### src/rtl/l1_mau_pkg.sv
// Shared types and default geometry for the L1 memory-access sequencer.
// Default geometry: 32-bit address and data, 256-bit line, so 8 beats per refill.
package l1_mau_pkg;
    localparam int L1_ADDR_W = 32;
    localparam int L1_DATA_W = 32;
    localparam int L1_LINE_W = 256;
    localparam int WORDS     = L1_LINE_W / L1_DATA_W;
    localparam int OFFS_W    = $clog2(L1_LINE_W / 8);

    typedef enum logic [1:0] {IDLE, I_FILL, D_ACC, RESP} state_t;
    typedef enum logic {GNT_I = 1'b0, GNT_D = 1'b1} grant_t;
endpackage

### src/rtl/l1_mau_arb_if.sv
// Wishbone B4 pipelined bus between the L1 sequencer (master) and memory (slave).
interface l1_mau_arb_if
    import l1_mau_pkg::*;
#(
    parameter int ADDR_W = L1_ADDR_W,
    parameter int DATA_W = L1_DATA_W,
    parameter int BE_W   = DATA_W / 8
);
    logic [DATA_W-1:0] wb_dat_i;
    logic              wb_ack_i;
    logic              wb_stall_i;
    logic              wb_err_i;
    logic [ADDR_W-1:0] wb_adr_o;
    logic [DATA_W-1:0] wb_dat_o;
    logic [BE_W-1:0]   wb_sel_o;
    logic              wb_cyc_o;
    logic              wb_stb_o;
    logic              wb_we_o;

    modport master (
        input  wb_dat_i, wb_ack_i, wb_stall_i, wb_err_i,
        output wb_adr_o, wb_dat_o, wb_sel_o, wb_cyc_o, wb_stb_o, wb_we_o
    );
    modport slave (
        output wb_dat_i, wb_ack_i, wb_stall_i, wb_err_i,
        input  wb_adr_o, wb_dat_o, wb_sel_o, wb_cyc_o, wb_stb_o, wb_we_o
    );
endinterface

### src/rtl/l1_rr_arb2.sv
// Two-input round-robin arbiter; req[0]=L1I, req[1]=L1D. On a tie the side that
// did not win last time gets the grant; last_grant moves only on advance.
module l1_rr_arb2
    import l1_mau_pkg::*;
(
    input  logic       clk,
    input  logic       rst_n,
    input  logic [1:0] req,
    input  logic       advance,
    output logic [1:0] gnt,
    output grant_t     last_grant
);
    always_comb begin
        // NOTE: gnt gets a default before the case so no path leaves it unassigned (no latch).
        gnt = 2'b00;
        case (req)
            2'b01:   gnt = 2'b01;
            2'b10:   gnt = 2'b10;
            2'b11:   gnt = (last_grant == GNT_I) ? 2'b10 : 2'b01;
            default: gnt = 2'b00;
        endcase
    end

    // NOTE: state registers use non-blocking assignment so every flop samples pre-edge values.
    always_ff @(posedge clk or negedge rst_n) begin
        if (!rst_n) begin
            last_grant <= GNT_D;
        end else if (advance && (gnt != 2'b00)) begin
            last_grant <= gnt[1] ? GNT_D : GNT_I;
        end
    end
endmodule

### src/rtl/l1_mau_arb.sv
// Memory-access sequencer: arbitrates L1I line refills and L1D word accesses onto
// one Wishbone B4 pipelined master; refills are WORDS-beat bursts, L1D is one beat.
module l1_mau_arb
    import l1_mau_pkg::*;
#(
    parameter int ADDR_W = L1_ADDR_W,
    parameter int DATA_W = L1_DATA_W,
    parameter int LINE_W = L1_LINE_W,
    parameter int BE_W   = DATA_W / 8
) (
    input  logic              clk,
    input  logic              rst_n,
    input  logic              l1i_req_val,
    input  logic [ADDR_W-1:0] l1i_req_addr,
    output logic              l1i_req_ack,
    output logic [LINE_W-1:0] l1i_ack_data,
    input  logic              l1d_req_val,
    input  logic              l1d_req_we,
    input  logic [ADDR_W-1:0] l1d_req_addr,
    input  logic [DATA_W-1:0] l1d_req_wdata,
    input  logic [BE_W-1:0]   l1d_req_be,
    output logic              l1d_req_ack,
    output logic [DATA_W-1:0] l1d_ack_data,
    l1_mau_arb_if.master      wb
);
    localparam int NWORDS = LINE_W / DATA_W;
    localparam int BOFF_W = $clog2(BE_W);
    localparam int CNT_W  = $clog2(NWORDS) + 1;
    localparam logic [ADDR_W-1:0] LINE_MASK = ~ADDR_W'((LINE_W / 8) - 1);
    localparam logic [ADDR_W-1:0] WORD_MASK = ~ADDR_W'(BE_W - 1);

    state_t            state, state_nxt;
    grant_t            cur, unused_last_grant;
    logic [1:0]        gnt;
    logic [ADDR_W-1:0] addr_q;
    logic              we_q;
    logic [DATA_W-1:0] wdata_q, d_data_q;
    logic [BE_W-1:0]   be_q;
    logic [CNT_W-1:0]  issue_cnt, ack_cnt, issue_tot;
    logic [LINE_W-1:0] line_q, line_nxt, i_data_q;
    logic              busy, stb, accept, ack_ok, last_ack;
    logic              unused_err;

    l1_rr_arb2 u_arb (
        .clk        (clk),
        .rst_n      (rst_n),
        .req        ({l1d_req_val, l1i_req_val}),
        .advance    (state == IDLE),
        .gnt        (gnt),
        .last_grant (unused_last_grant)
    );

    assign busy      = (state == I_FILL) || (state == D_ACC);
    assign stb       = ((state == I_FILL) && (issue_cnt < CNT_W'(NWORDS))) ||
                       ((state == D_ACC) && (issue_cnt == '0));
    assign accept    = stb && !wb.wb_stall_i;
    // An ack may arrive with the strobe it answers, so this cycle's acceptance counts as issued.
    assign issue_tot = issue_cnt + CNT_W'(accept);
    assign ack_ok    = busy && wb.wb_ack_i && (ack_cnt < issue_tot);
    assign last_ack  = ack_ok && ((state == D_ACC) || (ack_cnt == CNT_W'(NWORDS - 1)));
    assign unused_err = wb.wb_err_i;

    assign wb.wb_cyc_o = busy;
    assign wb.wb_stb_o = stb;
    assign wb.wb_we_o  = (state == D_ACC) && we_q;
    assign wb.wb_adr_o = stb ? (addr_q + (ADDR_W'(issue_cnt) << BOFF_W)) : '0;
    assign wb.wb_dat_o = (stb && (state == D_ACC)) ? wdata_q : '0;
    assign wb.wb_sel_o = !stb ? '0 : ((state == D_ACC) ? be_q : '1);

    assign l1i_req_ack  = (state == RESP) && (cur == GNT_I);
    assign l1d_req_ack  = (state == RESP) && (cur == GNT_D);
    assign l1i_ack_data = i_data_q;
    assign l1d_ack_data = d_data_q;

    always_comb begin
        state_nxt = state;
        case (state)
            IDLE:          if (gnt[0]) state_nxt = I_FILL;
                           else if (gnt[1]) state_nxt = D_ACC;
            I_FILL, D_ACC: if (last_ack) state_nxt = RESP;
            RESP:          state_nxt = IDLE;
            default:       state_nxt = IDLE;
        endcase
    end

    always_comb begin
        line_nxt = line_q;
        if ((state == I_FILL) && ack_ok)
            line_nxt[int'(ack_cnt[CNT_W-2:0])*DATA_W +: DATA_W] = wb.wb_dat_i;
    end

    always_ff @(posedge clk or negedge rst_n) begin
        if (!rst_n) state <= IDLE;
        else        state <= state_nxt;
    end

    always_ff @(posedge clk or negedge rst_n) begin
        // NOTE: the line and ack-data registers are reset too, so ack_data reads 0 out of reset.
        if (!rst_n) begin
            cur       <= GNT_I;
            addr_q    <= '0;
            we_q      <= 1'b0;
            wdata_q   <= '0;
            be_q      <= '0;
            issue_cnt <= '0;
            ack_cnt   <= '0;
            line_q    <= '0;
            i_data_q  <= '0;
            d_data_q  <= '0;
        end else begin
            case (state)
                IDLE: begin
                    issue_cnt <= '0;
                    ack_cnt   <= '0;
                    if (gnt != 2'b00) begin
                        cur     <= gnt[0] ? GNT_I : GNT_D;
                        addr_q  <= gnt[0] ? (l1i_req_addr & LINE_MASK) : (l1d_req_addr & WORD_MASK);
                        we_q    <= gnt[1] && !gnt[0] && l1d_req_we;
                        wdata_q <= l1d_req_wdata;
                        be_q    <= l1d_req_be;
                    end
                end
                I_FILL, D_ACC: begin
                    if (accept) issue_cnt <= issue_cnt + CNT_W'(1);
                    if (ack_ok) ack_cnt   <= ack_cnt + CNT_W'(1);
                end
                default: ;
            endcase
            line_q <= line_nxt;
            if (last_ack && (state == I_FILL)) i_data_q <= line_nxt;
            if (last_ack && (state == D_ACC))  d_data_q <= we_q ? '0 : wb.wb_dat_i;
        end
    end
endmodule

### src/flat_wrapper.sv
// flat-port wrapper written by rule: the top's interface ports become plain ports
module l1_mau_arb_flat import l1_mau_pkg::*;
#(
    parameter int ADDR_W = L1_ADDR_W,
    parameter int DATA_W = L1_DATA_W,
    parameter int LINE_W = L1_LINE_W,
    parameter int BE_W   = DATA_W / 8
)
  (clk, rst_n, l1i_req_val, l1i_req_addr, l1i_req_ack, l1i_ack_data, l1d_req_val, l1d_req_we, l1d_req_addr, l1d_req_wdata, l1d_req_be, l1d_req_ack, l1d_ack_data, wb_wb_dat_i, wb_wb_ack_i, wb_wb_stall_i, wb_wb_err_i, wb_wb_adr_o, wb_wb_dat_o, wb_wb_sel_o, wb_wb_cyc_o, wb_wb_stb_o, wb_wb_we_o);
  l1_mau_arb_if #(.ADDR_W(ADDR_W), .DATA_W(DATA_W), .BE_W(BE_W)) wb_i ();
  input  logic clk;
  input  logic rst_n;
  input  logic l1i_req_val;
  input  logic [ADDR_W-1:0] l1i_req_addr;
  output logic l1i_req_ack;
  output logic [LINE_W-1:0] l1i_ack_data;
  input  logic l1d_req_val;
  input  logic l1d_req_we;
  input  logic [ADDR_W-1:0] l1d_req_addr;
  input  logic [DATA_W-1:0] l1d_req_wdata;
  input  logic [BE_W-1:0] l1d_req_be;
  output logic l1d_req_ack;
  output logic [DATA_W-1:0] l1d_ack_data;
  input wire logic [$bits(wb_i.wb_dat_i)-1:0] wb_wb_dat_i;
  input wire logic [$bits(wb_i.wb_ack_i)-1:0] wb_wb_ack_i;
  input wire logic [$bits(wb_i.wb_stall_i)-1:0] wb_wb_stall_i;
  input wire logic [$bits(wb_i.wb_err_i)-1:0] wb_wb_err_i;
  output wire logic [$bits(wb_i.wb_adr_o)-1:0] wb_wb_adr_o;
  output wire logic [$bits(wb_i.wb_dat_o)-1:0] wb_wb_dat_o;
  output wire logic [$bits(wb_i.wb_sel_o)-1:0] wb_wb_sel_o;
  output wire logic [$bits(wb_i.wb_cyc_o)-1:0] wb_wb_cyc_o;
  output wire logic [$bits(wb_i.wb_stb_o)-1:0] wb_wb_stb_o;
  output wire logic [$bits(wb_i.wb_we_o)-1:0] wb_wb_we_o;
  assign wb_i.wb_dat_i = wb_wb_dat_i;
  assign wb_i.wb_ack_i = wb_wb_ack_i;
  assign wb_i.wb_stall_i = wb_wb_stall_i;
  assign wb_i.wb_err_i = wb_wb_err_i;
  assign wb_wb_adr_o = wb_i.wb_adr_o;
  assign wb_wb_dat_o = wb_i.wb_dat_o;
  assign wb_wb_sel_o = wb_i.wb_sel_o;
  assign wb_wb_cyc_o = wb_i.wb_cyc_o;
  assign wb_wb_stb_o = wb_i.wb_stb_o;
  assign wb_wb_we_o = wb_i.wb_we_o;
  l1_mau_arb #(.ADDR_W(ADDR_W), .DATA_W(DATA_W), .LINE_W(LINE_W), .BE_W(BE_W)) u_core (.clk(clk), .rst_n(rst_n), .l1i_req_val(l1i_req_val), .l1i_req_addr(l1i_req_addr), .l1i_req_ack(l1i_req_ack), .l1i_ack_data(l1i_ack_data), .l1d_req_val(l1d_req_val), .l1d_req_we(l1d_req_we), .l1d_req_addr(l1d_req_addr), .l1d_req_wdata(l1d_req_wdata), .l1d_req_be(l1d_req_be), .l1d_req_ack(l1d_req_ack), .l1d_ack_data(l1d_ack_data), .wb(wb_i));
endmodule
### config.mk
export PLATFORM = sky130hd
export DESIGN_NAME = l1_mau_arb_flat
export DESIGN_NICKNAME = d
export VERILOG_FILES = /design/src/rtl/l1_mau_pkg.sv /design/src/rtl/l1_mau_arb_if.sv /design/src/rtl/l1_rr_arb2.sv /design/src/rtl/l1_mau_arb.sv /design/src/flat_wrapper.sv
export SDC_FILE = /design/constraint.sdc
export NUM_CORES = 1
export LEC_CHECK = 0
export CAP_MARGIN = 10
export CORE_MARGIN = 3
export CORE_UTILIZATION = 42
export DETAILED_ROUTE_END_ITERATION = 8
export PLACE_DENSITY = 0.63
export SLEW_MARGIN = 25
export SYNTH_ARGS = -nofsm -noshare
export SYNTH_HDL_FRONTEND = slang
export SYNTH_SLANG_ARGS = --single-unit
### constraint.sdc
create_clock -name clk -period 5.43 [get_ports clk]
set_input_delay 1.629 -clock clk [delete_from_list [all_inputs] [get_ports clk]]
set_output_delay 1.629 -clock clk [all_outputs]
set_load 0.02 [all_outputs]
==> results.sh, run 1 <==
export IMPL_status="finished, violations left"
export IMPL_violations="design-rule violations"
export IMPL_grt_max_degree=143
export IMPL_grt_pass1_vias=19750
export IMPL_required_ps=3800
export IMPL_slew_headroom_pct=26.64
export IMPL_finalCritPeriodShare_pct=94.16
export IMPL_dieArea_um2=64300
export IMPL_io_pins=501
export IMPL_netlist_cell_type_count=61
export IMPL_setup_violations_final=0
export IMPL_clock_sinks=623
export IMPL_final_common_cell="dfrtp_1"
export IMPL_reg2reg_from="u_core.issue_cnt[1]$_DFFE_PN0P_"
export IMPL_gp_congestion=0.8260
export IMPL_cts_buffers=69
export IMPL_fill_cells=5120
export IMPL_antenna_left=0
export IMPL_track_usage_pct=26.07
export IMPL_finalCriticalPeriod_ps=5113
export IMPL_hp_start="u_core.line_q[69]$_DFF_PN0_"
export IMPL_synth_seq_cells=623
export IMPL_fin_nets=2920
export IMPL_post_drt_via_cell_ratio=5.494
export IMPL_synth_async_sr_flop_share_pct=100.0
export IMPL_fin_tns_setup_ps=0
export IMPL_hold_viol=0
export IMPL_cp_arrival_ps=3480
export IMPL_crit_type="reg -> out"
export IMPL_drc=2
export IMPL_clk_latency_ps=600
export IMPL_path_cells="ha_1 > o21ai_0 > o21bai_1 > buf_4 > nand3_1 > or3_1 > a21oi_1 > clkdlybuf4s50_1"
export IMPL_netlist_instances=2319
export IMPL_first_pass_iters=7
export IMPL_drtIter0Drc=1455
export IMPL_yosys_warnings=0
export IMPL_htree_num_levels=3
export IMPL_wl_per_cell_um=23.57
export IMPL_root_buffer="clkbuf_16"
export IMPL_grt_pass1_wl_mm=125.3
export IMPL_critPathMaxStageDelay_ps=670
export IMPL_r2r_cells=15
export IMPL_fmax_mhz=195.6
export IMPL_vias=19760
export IMPL_rows=90
export IMPL_rsz0062_at_grt="no"
export IMPL_regToRegSetupSlack_ps=1280
export IMPL_drive_gt1_share_pct=14.22
export IMPL_die_h_um=253.6
export IMPL_cts_path_max_buffers=3
export IMPL_worst_setup_path_end_kind="output pin"
export IMPL_layout_common_cells="622 x dfrtp_1, 487 x clkdlybuf4s50_1, 400 x nand2_1"
export IMPL_avgSynthCellArea_um2=11.10
export IMPL_powerDensity_nw_per_um2=562.5
export IMPL_antenna_found_initial=3
export IMPL_max_cap_viol_count=0
export IMPL_ys_flop_type="dfrtp_1"
export IMPL_worst_pin_slew_ps=1097
export IMPL_cp_max_fo=9
export IMPL_ys_seq_area_share_pct=60.57
export IMPL_grt_overflow=0
export IMPL_start_util_pct=42.57
export IMPL_dp_hpwl_mm=56.61
export IMPL_slowest_stage="clkdlybuf4s50_1"
export IMPL_power_mw=19.03
export IMPL_portBuffers=490
export IMPL_holdPathStages=2
export IMPL_drt_wl_total_mm=84.74
export IMPL_syn_to_final_growth_pct=31.40
export IMPL_path_clk_slew_ps=60
export IMPL_hold_path_class="reg -> reg"
export IMPL_synth_area_um2=25740
export IMPL_final_util_pct=55.93
export IMPL_core_um2=60470
export IMPL_min_to="u_core.line_q[69]$_DFF_PN0_"
export IMPL_tritoncts="yes"
export IMPL_peakVddDrop_uv=362.7
export IMPL_leakage_nw=16.16
export IMPL_synth_edf_count=0
export IMPL_finalMaxSlewViolations=0
export IMPL_r2r_end="u_core.l1i_ack_data[65]$_DFFE_PN0P_"
export IMPL_skew_ps=18.28
export IMPL_die_w_um=253.6
export IMPL_worstSetupStartpointType="register"
[area by class of cell]
cell class	count	area, µm²	area share [%]
inverters	17	67.56	0.1998
repair buffers	545	5470	16.17
multi-input cells	1504	9429	27.88
diodes	2	5.005	0.01480
well taps	782	978.4	2.893
clock buffers	100	1953	5.774
clock inverters	23	329.1	0.9729
flip-flops and latches	623	15590	46.10
[metrics by stage]
step           instances  setup slack, ps  hold slack (ps)  area [µm²]
2_1_floorplan       2320             1246            432.4       25740
3_3_place_gp        3471            428.8            442.7       31530
3_5_place_dp        3471            354.7            449.1       31530
4_1_cts             3594            97.85            462.2       33810
5_1_grt             3594            80.49            477.4       33820
6_report            3596            317.1            457.9       33820
[power breakdown]
group	internal [mW]	switching, mW
Combinational	3.09	4.30
Sequential	6.03	0.866
Clock	2.81	1.93
Total	11.9	7.10
[registers in the layout, summed over array words and instances, names as in the netlist, 2 cells and up]
register / flops
u_core.l1i_ack_data: 256
u_core.issue_cnt: 4
u_core.be_q: 4
u_core.wdata_q: 32
u_core.state: 2
u_core.ack_cnt: 4
u_core.addr_q: 30
u_core.line_q: 256
u_core.l1d_ack_data: 32
[what timing repair did]
item	in CTS	in global routing
setup buffers	0	0
hold buffers	0	0
resized for setup	1	2
endpoints found under the hold margin	0	0
endpoints found under the setup margin	1	35
[per-layer routing]
metal	part of all wire (%)	GRT usage [%]
met4	3.8	10.35
met2	48	42.60
met1	40	33.79
met5	0	0
met3	8.1	6.028
[synthesized netlist by cell type (38+ instances only)]
cell type | count | area [µm²]
nor2_1 | 201 | 754.5
clkbuf_1 | 88 | 330.3
and3_1 | 38 | 237.7
nand2_1 | 401 | 1505
nand3_1 | 104 | 520.5
mux2_2 | 184 | 2072
nand4_1 | 50 | 312.8
buf_2 | 53 | 265.3
o21ai_0 | 97 | 485.5
dfrtp_1 | 622 | 15560
a31oi_1 | 169 | 1057
[cell families after synthesis]
group / after synthesis / synth area share (%)
AO/OA/AOI/OAI: 332 / 8.142
buffers and inverters: 193 / 3.344
multiplexers: 244 / 10.91
XOR/XNOR: 25 / 0.8506
adder cells (fa/ha/maj): 20 / 1.001
AND/OR/NAND/NOR: 881 / 15.17
other: 1 / 0.01457
flip-flops: 623 / 60.57
[worst max path at each step]
stage | endpoint | depth (start not counted) | startpoint | slack [ps]
6_report | wb_wb_adr_o[29] | 8 | u_core.issue_cnt[2]$_DFFE_PN0P_ | 320
5_1_grt | wb_wb_adr_o[29] | 8 | u_core.issue_cnt[2]$_DFFE_PN0P_ | 80
4_1_cts | wb_wb_adr_o[30] | 8 | u_core.issue_cnt[0]$_DFFE_PN0P_ | 100
3_5_place_dp | u_core.l1i_ack_data[46]$_DFFE_PN0P_ | 12 | wb_wb_stall_i | 350
3_3_place_gp | u_core.l1i_ack_data[32]$_DFFE_PN0P_ | 10 | wb_wb_stall_i | 430
2_1_floorplan | u_core.l1i_ack_data[164]$_DFFE_PN0P_ | 12 | wb_wb_stall_i | 1250
[critical path, delay by kind of cell (launching register included)]
kind | cells | cell delay, ps
adders and majority gates | 1 | 390
DFF | 1 | 470
AOI/OAI and AO/OA | 3 | 520
buffers and inverters | 2 | 860
and+or+nand+nor | 2 | 640
Power figures use the tool's default switching activity.
==> inputs of run 2 (changes only) <==
--- a/config.mk
+++ b/config.mk
@@ -7,9 +7,9 @@
 export LEC_CHECK = 0
 export CAP_MARGIN = 10
 export CORE_MARGIN = 3
-export CORE_UTILIZATION = 42
+export CORE_UTILIZATION = 50
 export DETAILED_ROUTE_END_ITERATION = 8
-export PLACE_DENSITY = 0.63
+export PLACE_DENSITY = 0.73
 export SLEW_MARGIN = 25
 export SYNTH_ARGS = -nofsm -noshare
 export SYNTH_HDL_FRONTEND = slang
==> constraint.sdc (replaced) <==
create_clock -name clk -period 5.3 [get_ports clk]
set_input_delay 1.59 -clock clk [delete_from_list [all_inputs] [get_ports clk]]
set_output_delay 1.59 -clock clk [all_outputs]
set_load 0.02 [all_outputs]
==> run 2 against run 1 <==
The run now ends clean. Utilization rose by 10 points. Clock skew rose by 15 ps. Wire length fell by 3.7%. Via count rose by 1.1%. First-iteration DRC count rose by 13%. Power fell by 0.91%. Register-to-register slack got worse by 60 ps. Critical path depth did not move. Setup slack improved by 44 ps. Sequential power rose by 2%. Combinational power rose by 2.7%. Clock-buffer cell count fell by 10. Highest routed layer unchanged.
==> results.sh, run 2 (synthesis gave the netlist of run 1 again) <==
export IMPL_status="finished, final reports clean"
export IMPL_setup_violations_final=0
export IMPL_start_util_pct=50.99
export IMPL_crit_type="reg -> out"
export IMPL_post_drt_via_cell_ratio=5.744
export IMPL_rsz0062_at_grt="no"
export IMPL_leakage_nw=16.06
export IMPL_drtIter0Drc=1650
export IMPL_drt_wl_total_mm=81.58
export IMPL_grt_overflow=0
export IMPL_skew_ps=33.55
export IMPL_first_pass_iters=6
export IMPL_htree_num_levels=2
export IMPL_regToRegSetupSlack_ps=1220
export IMPL_slowest_stage="clkdlybuf4s50_1"
export IMPL_cp_arrival_ps=3350
export IMPL_grt_max_degree=126
export IMPL_final_common_cell="dfrtp_1"
export IMPL_grt_pass1_vias=19610
export IMPL_critPathMaxStageDelay_ps=650
export IMPL_max_cap_viol_count=0
export IMPL_finalCriticalPeriod_ps=4939
export IMPL_root_buffer="clkbuf_16"
export IMPL_path_cells="ha_1 > o21ai_0 > o21bai_1 > buf_4 > nand3_2 > or3_1 > a21oi_1 > clkdlybuf4s50_1"
export IMPL_fmax_mhz=202.5
export IMPL_preCtsSetupSlack_ps=288.4
export IMPL_die_w_um=232.9
export IMPL_hold_path_class="reg -> reg"
export IMPL_wl_per_cell_um=23.46
export IMPL_fin_tns_setup_ps=0
export IMPL_grt_pass1_wl_mm=121.0
export IMPL_worst_pin_slew_ps=1178
export IMPL_required_ps=3710
export IMPL_vias=19970
export IMPL_tritoncts="yes"
export IMPL_peakVddDrop_uv=449.3
export IMPL_io_pins=501
export IMPL_antenna_found_initial=1
export IMPL_dp_hpwl_mm=55.10
export IMPL_dieArea_um2=54240
export IMPL_final_setup_worst_slack_ps=360.7
export IMPL_clk_latency_ps=630
export IMPL_slew_headroom_pct=21.24
export IMPL_portBuffers=490
export IMPL_layout_common_cells="622 x dfrtp_1, 485 x clkdlybuf4s50_1, 400 x nand2_1"
export IMPL_drc=0
export IMPL_track_usage_pct=29.64
export IMPL_rows=82
export IMPL_finalCritPeriodShare_pct=93.20
export IMPL_gp_congestion=0.8486
export IMPL_cts_path_max_buffers=3
export IMPL_fill_cells=3838
export IMPL_syn_to_final_growth_pct=29.89
export IMPL_crit_family="buffers and inverters"
export IMPL_crit_buf_inv=2
export IMPL_antenna_left=0
export IMPL_path_clk_slew_ps=60
export IMPL_finalMaxSlewViolations=0
export IMPL_cts_buffers=61
export IMPL_hold_viol=0
export IMPL_drive_gt1_share_pct=14.09
export IMPL_worstSetupStartpointType="register"
export IMPL_clock_sinks=623
export IMPL_fin_nets=2919
export IMPL_ff_latch_area_um2=15590
export IMPL_holdBufCountCts=0
export IMPL_cp_max_fo=9
export IMPL_powerDensity_nw_per_um2=563.9
export IMPL_worst_setup_path_end_kind="output pin"
export IMPL_multi_input_area_um2=9429
export IMPL_core_um2=50480
export IMPL_die_h_um=232.9
-- run 2: cell types whose count changed in the layout (fill, tap and decap cells not counted), sizes merged --
cell | previous run | this run
clkbuf | 100 | 90
inv | 20 | 16
diode | 2 | 1
clkdlybuf4s50 | 487 | 485
bufinv | 6 | 3
buf | 57 | 65
clkinv | 13 | 15
dlymetal6s2s | 1 | 2
-- run 2: area by class of cell --
type                            count  share of cell area [%]
Multi-Input combinational cell   1504                   28.20
Timing Repair Buffer              552                   16.67
Clock inverter                     18                  0.5351
Tap cell                          672                   2.515
Inverter                           17                  0.1908
Clock buffer                       90                   5.254
Sequential cell                   623                   46.63
Antenna cell                        1                0.007484
-- run 2: path summary, 6_finish.rpt --
kind | start | endpoint | depth (start not counted)
setup / recovery | u_core.issue_cnt[2]$_DFFE_PN0P_ | wb_wb_adr_o[29] | 8
min in group asynchronous | rst_n | u_core.line_q[84]$_DFF_PN0_ | 1
hold reg to reg | u_core.line_q[244]$_DFF_PN0_ | u_core.line_q[244]$_DFF_PN0_ | 2
hold / removal | u_core.line_q[244]$_DFF_PN0_ | u_core.line_q[244]$_DFF_PN0_ | 2
setup reg to reg | u_core.issue_cnt[1]$_DFFE_PN0P_ | u_core.l1i_ack_data[156]$_DFFE_PN0P_ | 13
max in group asynchronous | rst_n | u_core.line_q[234]$_DFF_PN0_ | 3
-- run 2: tightest hold or removal path: cells and delay by family, from the launching register on --
kind             cells  cell delay (ps)
flip-flops           1              320
AND/OR/NAND/NOR      2              110
-- run 2: power by group --
| group | internal, mW | switching, mW | total [mW] |
|---|---|---|---|
| logic | 3.18 | 4.41 | 7.59 |
| registers | 6.18 | 0.867 | 7.05 |
| clock network | 2.42 | 1.80 | 4.22 |
-- run 2: metal layers --
metal	vias up	GRT usage [%]	routed length (µm)
li1	8888	-	-
met1	10050	38.14	31820
met5	-	0	0
met2	870	48.73	39610
met3	161	7.040	6716
met4	0	11.64	3431
-- run 2: what timing repair did --
action	CTS	global route
hold endpoints to repair	0	0
gates resized for setup	1	3
endpoints found under the setup margin	1	3
cloned	0	0
buffers inserted	0	0
-- run 2: through the flow --
| stage | std cells | util, % | power [mW] | cell area (µm²) | hold WS (ps) |
|---|---|---|---|---|---|
| finish | 3477 | 66.24 | 18.85 | 33440 | 459.3 |
| global route | 3477 | 66.24 | 19.76 | 33440 | 472.7 |
| CTS | 3476 | 66.19 | 18.89 | 33410 | 463.0 |
| detailed placement | 3368 | 62.35 | 14.65 | 31470 | 449.6 |
| global placement | 3368 | 62.36 | 14.38 | 31480 | 442.4 |
| floorplan | 2320 | - | 11.05 | 25740 | 432.4 |
